--- config.mk ---
export PLATFORM = sky130hd
export DESIGN_NAME = ifu_fetch
export DESIGN_NICKNAME = d
export VERILOG_FILES = /design/src/rtl/ifu_fetch.sv
export SDC_FILE = /design/constraint.sdc
export NUM_CORES = 1
export LEC_CHECK = 0
export CORE_MARGIN = 1
export CORE_UTILIZATION = 40
export DETAILED_ROUTE_END_ITERATION = 6
export SLEW_MARGIN = 10
export SYNTH_ARGS = -nofsm -noshare
export SYNTH_HDL_FRONTEND = slang
export SYNTH_SLANG_ARGS = --single-unit
--- constraint.sdc ---
create_clock -name clk -period 6 [get_ports clk]
set_input_delay 0.6 -clock clk [delete_from_list [all_inputs] [get_ports clk]]
set_output_delay 0.6 -clock clk [all_outputs]
set_load 0.02 [all_outputs]
--- src/rtl/ifu_fetch.sv ---
// Instruction fetch: PC, credit-limited imem requests, response FIFO, redirect flush.
// Optional ebreak halt when IFU_EBREAK_HALT_EN is defined.
module ifu_fetch #(
  parameter logic [31:0] RESET_PC   = 32'h8000_0000,
  parameter int          FIFO_DEPTH = 2,
  parameter int          CPU_WIDTH  = 32
) (
  input  logic                 clk,
  input  logic                 rst,
  output logic                 imem_req_valid,
  input  logic                 imem_req_ready,
  output logic [CPU_WIDTH-1:0] imem_req_addr,
  input  logic                 imem_rsp_valid,
  input  logic [CPU_WIDTH-1:0] imem_rsp_data,
  input  logic                 redirect_valid,
  input  logic [CPU_WIDTH-1:0] redirect_pc,
  output logic                 inst_valid,
  input  logic                 inst_ready,
  output logic [CPU_WIDTH-1:0] inst,
  output logic [CPU_WIDTH-1:0] inst_pc,
  output logic                 halted
);

  localparam int AW = $clog2(FIFO_DEPTH);
  localparam int CW = AW + 1;
  localparam logic [CW:0] DEPTH_C = (CW+1)'(FIFO_DEPTH);

  logic [CPU_WIDTH-1:0] fetch_pc;
  logic [CPU_WIDTH-1:0] rsp_pc;
  logic [CW-1:0]        outstanding;
  logic [CW-1:0]        drop_cnt;
  logic [CW-1:0]        count;
  logic [AW-1:0]        rd_ptr;
  logic [AW-1:0]        wr_ptr;

  logic [CPU_WIDTH-1:0] buf_data [FIFO_DEPTH];
  logic [CPU_WIDTH-1:0] buf_pc   [FIFO_DEPTH];

  logic                 halt_q;
  logic                 halt_set;
  logic                 redir;
  logic                 accept;
  logic                 push;
  logic                 pop;
  logic                 drop_dec;
  logic [CW:0]          used;
  logic [CW-1:0]        out_next;
  logic [CPU_WIDTH-1:0] target;
  logic [CPU_WIDTH-1:0] head_data;
  logic                 unused_bits;

  assign unused_bits = ^redirect_pc[1:0];
  assign target      = {redirect_pc[CPU_WIDTH-1:2], 2'b00};
  assign head_data   = buf_data[rd_ptr];

  // Credit: buffered words plus words in flight never exceed the FIFO.
  assign used           = {1'b0, count} + {1'b0, outstanding};
  assign imem_req_valid = !rst && !halt_q && (used < DEPTH_C);
  assign imem_req_addr  = fetch_pc;
  assign accept         = imem_req_valid && imem_req_ready;

  assign inst_valid = (count != '0) && !halt_q;
  assign inst       = inst_valid ? head_data : '0;
  assign inst_pc    = inst_valid ? buf_pc[rd_ptr] : '0;
  assign pop        = inst_valid && inst_ready;

  assign redir    = redirect_valid && !halt_q;
  assign drop_dec = imem_rsp_valid && (drop_cnt != '0);
  assign push     = imem_rsp_valid && (drop_cnt == '0)
                 && !redir && !halt_q && !halt_set;
  assign out_next = outstanding + CW'(accept) - CW'(imem_rsp_valid);

`ifdef IFU_EBREAK_HALT_EN
  localparam logic [CPU_WIDTH-1:0] EBREAK = CPU_WIDTH'(32'h0010_0073);

  assign halt_set = pop && (head_data == EBREAK);

  always_ff @(posedge clk) begin
    if (rst) begin
      halt_q <= 1'b0;
    end else if (halt_set) begin
      halt_q <= 1'b1;
    end
  end
`else
  assign halt_set = 1'b0;
  assign halt_q   = 1'b0;
`endif

  assign halted = halt_q;

  always_ff @(posedge clk) begin
    if (rst) begin
      fetch_pc    <= CPU_WIDTH'(RESET_PC);
      rsp_pc      <= CPU_WIDTH'(RESET_PC);
      outstanding <= '0;
      drop_cnt    <= '0;
      count       <= '0;
      rd_ptr      <= '0;
      wr_ptr      <= '0;
    end else begin
      outstanding <= out_next;
      if (accept) begin
        fetch_pc <= fetch_pc + CPU_WIDTH'(4);
      end
      if (redir) begin
        // In-flight words after this edge all belong to the old path.
        fetch_pc <= target;
        rsp_pc   <= target;
        drop_cnt <= out_next;
        count    <= '0;
        rd_ptr   <= '0;
        wr_ptr   <= '0;
      end else if (halt_q || halt_set) begin
        count  <= '0;
        rd_ptr <= '0;
        wr_ptr <= '0;
      end else begin
        if (drop_dec) begin
          drop_cnt <= drop_cnt - CW'(1);
        end
        if (push) begin
          wr_ptr <= wr_ptr + AW'(1);
          rsp_pc <= rsp_pc + CPU_WIDTH'(4);
        end
        if (pop) begin
          rd_ptr <= rd_ptr + AW'(1);
        end
        count <= count + CW'(push) - CW'(pop);
      end
    end
  end

  always_ff @(posedge clk) begin
    if (push) begin
      buf_data[wr_ptr] <= imem_rsp_data;
      buf_pc[wr_ptr]   <= rsp_pc;
    end
  end

endmodule

==> results.json <==
{
  "status": "finished clean",
  "drtPass1Iterations": 5,
  "setup_tns_ns": 0,
  "utilization": 0.525,
  "clkTransAtPathRegs_ns": 0.07,
  "synth-xor-area-share": 0.0276,
  "first_iter_violations": 373,
  "min_from": "rsp_pc[26]",
  "worst_r2r_path_depth": 10,
  "grt_max_degree": 78,
  "core_mm2": 0.0210,
  "synth_cell_types": 56,
  "async_flop_share": 0,
  "gr-total-overflow": 0,
  "synth_edf_count": 124,
  "clkLatencyLatePin_ns": 0.43,
  "netlist_instances": 711,
  "ant_nets": 0,
  "required_ns": 5.40,
  "finalWorstPathRequiredPeriod_ns": 3.22,
  "synth_area_per_cell_um2": 12.0,
  "rsz0062_at_grt": "no",
  "port_buffers": 161,
  "slew_headroom": 0.216,
  "cts_buffers": 17,
  "initial_utilization": 0.407,
  "crit_arrival_ns": 2.62,
  "synth_top_family_by_area": "simple AND/OR/NAND/NOR gates",
  "finalHoldViolCount": 0,
  "fillers": 1791,
  "fmax_mhz": 310,
  "wl_met3_mm": 1.04,
  "critPathCaptureType": "output port",
  "avgRoutedWirePerCell_um": 16.8,
  "skew_ns": 0.0112,
  "yosys.area_share.simple": 0.158,
  "viasPerCell": 5.30,
  "maxCapViolations": 0,
  "grt_pass1_wl_mm": 30.1,
  "die_h_um": 148,
  "cts_tree": "done",
  "multi_input_area_mm2": 0.00319,
  "route.detailed.drc": 0,
  "wirelength_mm": 19.3,
  "worstMarginPinSlew_ns": 1.17,
  "cts_sinks": 193,
  "slew_violations": 0,
  "timing.rr.end": "drop_cnt[1]",
  "synth_seq_cells": 193,
  "grt_pass1_vias": 5866,
  "syn2layout_area_growth_pct": 28.9,
  "gp_congestion": 0.856,
  "p_leak_nw": 3.55,
  "finalSetupViolCount": 0,
  "yosys_most_used_dff": "edfxtp_1",
  "postCtsHoldBufs": 0,
  "ir_drop_v": 0.000201,
  "synth_adder_area_share": 0.0126,
  "nNetsFinal": 936,
  "critPathMaxFanout": 7,
  "antenna_found_initial": 0,
  "power.density_mw_per_mm2": 293,
  "postCtsSetupBuffers": 0,
  "ioPinCount": 169,
  "wl_met2_mm": 8.93,
  "drive_above_1_share": 0.0597,
  "hold-path-cell-count": 0,
  "r2r_slack_ns": 3.11,
  "dpl.hpwl_mm": 13.1,
  "wl_met1_mm": 9.14,
  "htree_levels": 4,
  "dieArea_mm2": 0.0220,
  "worstSetupStartpointType": "flop",
  "yosys_warnings": 0,
  "min_path_type": "flop to flop",
  "clockBufferDepth": 2,
  "num_vias": 6072,
  "period_share": 0.537,
  "critPathKind": "flop to output port",
  "topRoutingLayerUsed": "met4",
  "synth_compound_area_frac": 0.0956,
  "yosysSeqAreaShare": 0.596,
  "syn_area_mm2": 0.00856,
  "antenna_cells": 0,
  "cts-root-buf": "clkbuf_16",
  "die_w_um": 148,
  "grt_usage": 0.176,
  "worstHoldEndpoint": "buf_pc[0][26]",
  "post_cts_resized": 0,
  "reg2reg_from": "count[0]",
  "num_rows": 53,
  "synth_mux_area_frac": 0.0748,
  "seqCellArea_mm2": 0.00511
}
==> synth_stat cells, types with 8 or more instances <==
library cell / n / share of area
nand4_1: 27 / 0.020
and2_1: 8 / 0.0058
nor4_1: 17 / 0.012
nand2_1: 20 / 0.0088
inv_1: 15 / 0.0066
xnor2_1: 20 / 0.020
o21a_1: 15 / 0.013
o31a_1: 12 / 0.012
dfxtp_1: 69 / 0.16
o21ai_0: 19 / 0.011
edfxtp_1: 124 / 0.43
clkbuf_1: 27 / 0.012
a211o_1: 8 / 0.0082
mux2i_1: 64 / 0.075
and4_1: 11 / 0.011
a31oi_1: 8 / 0.0058
a21boi_0: 17 / 0.015
and3_1: 13 / 0.0095
or4_1: 10 / 0.0088
a211oi_1: 12 / 0.011
nor2_1: 81 / 0.036
nor3_1: 18 / 0.011
nand3_1: 16 / 0.0094
==> final cells by class <==
type	count	share of cell area
inverter	17	0.00624
timing repair buffer	167	0.150
clock inverter	13	0.0211
sequential	193	0.463
tap	275	0.0312
clock buffer	19	0.0392
multi-input combinational	462	0.289
==> worst max-delay path: stages, from the launching register on <==
cell and delay (ns):
dfxtp_1 0.41, and2_1 0.17, fa_1 0.47, or3_4 0.44
clkinv_4 0.09, clkdlybuf4s50_1 0.61
==> flip-flops by register name (all words and copies together) (netlist names), named ones only <==
register,count
count,2
buf_pc,60
wr_ptr,1
imem_req_addr,30
rsp_pc,30
buf_data,64
outstanding,2
rd_ptr,1
drop_cnt,2
==> where the power goes <==
group | internal [mW] | switching [mW] | leakage [nW]
clock network | 0.785 | 0.489 | 0.322
registers | 1.50 | 0.0644 | 1.71
logic | 0.188 | 0.211 | 1.52
==> cell usage in the layout, fill, tap and decap left out, types with 13 or more instances in the layout <==
master,instances
a21boi_0,17
and3_1,13
clkbuf_16,17
clkdlybuf4s50_1,161
dfxtp_1,68
edfxtp_1,124
inv_1,14
mux2i_1,64
nand2_1,20
nand3_1,16
nand4_1,27
nor2_1,78
nor3_1,18
nor4_1,17
o21a_1,15
o21ai_0,19
xnor2_1,20
==> worst max-delay path by stage <==
stage          cells after the start         endpoint      startpoint
4_1_cts                            5   imem_req_valid        count[0]
2_1_floorplan                      5   buf_data[0][0]  redirect_valid
6_report                           5   imem_req_valid        count[0]
3_3_place_gp                       6  buf_data[0][16]  redirect_valid
3_5_place_dp                       6  buf_data[0][16]  redirect_valid
5_1_grt                            5   imem_req_valid        count[0]
==> cells by family (layout without fill, tap and decap cells) <==
| group | after synthesis | count (layout) |
|---|---|---|
| compound gates | 113 | 113 |
| other cells | 1 | 5 |
| simple gates | 245 | 245 |
| fa+ha+maj | 8 | 8 |
| xor+xnor | 27 | 27 |
| buf+inv | 60 | 216 |
| flops | 193 | 193 |
| mux | 64 | 64 |
==> metrics by stage <==
| step | cells | setup slack (ns) | power, mW | instance area (um2) | hold WS, ns |
|---|---|---|---|---|---|
| floorplan | 715 | 1.47 | 1.81 | 8580 | 0.424 |
| global placement | 1114 | 2.63 | 1.98 | 10400 | 0.490 |
| detailed placement | 1114 | 2.55 | 2.00 | 10400 | 0.499 |
| CTS | 1146 | 2.75 | 3.27 | 11000 | 0.516 |
| global route | 1146 | 2.67 | 3.35 | 11000 | 0.528 |
| finish | 1146 | 2.78 | 3.24 | 11000 | 0.519 |
==> layer usage <==
| metal | GRT usage | vias up |
|---|---|---|
| met4 | 0.0412 | 0 |
| met1 | 0.241 | 2886 |
| met5 | 0 | - |
| li1 | - | 2975 |
| met2 | 0.286 | 195 |
| met3 | 0.0374 | 16 |
(Power assumes the default switching activity.)
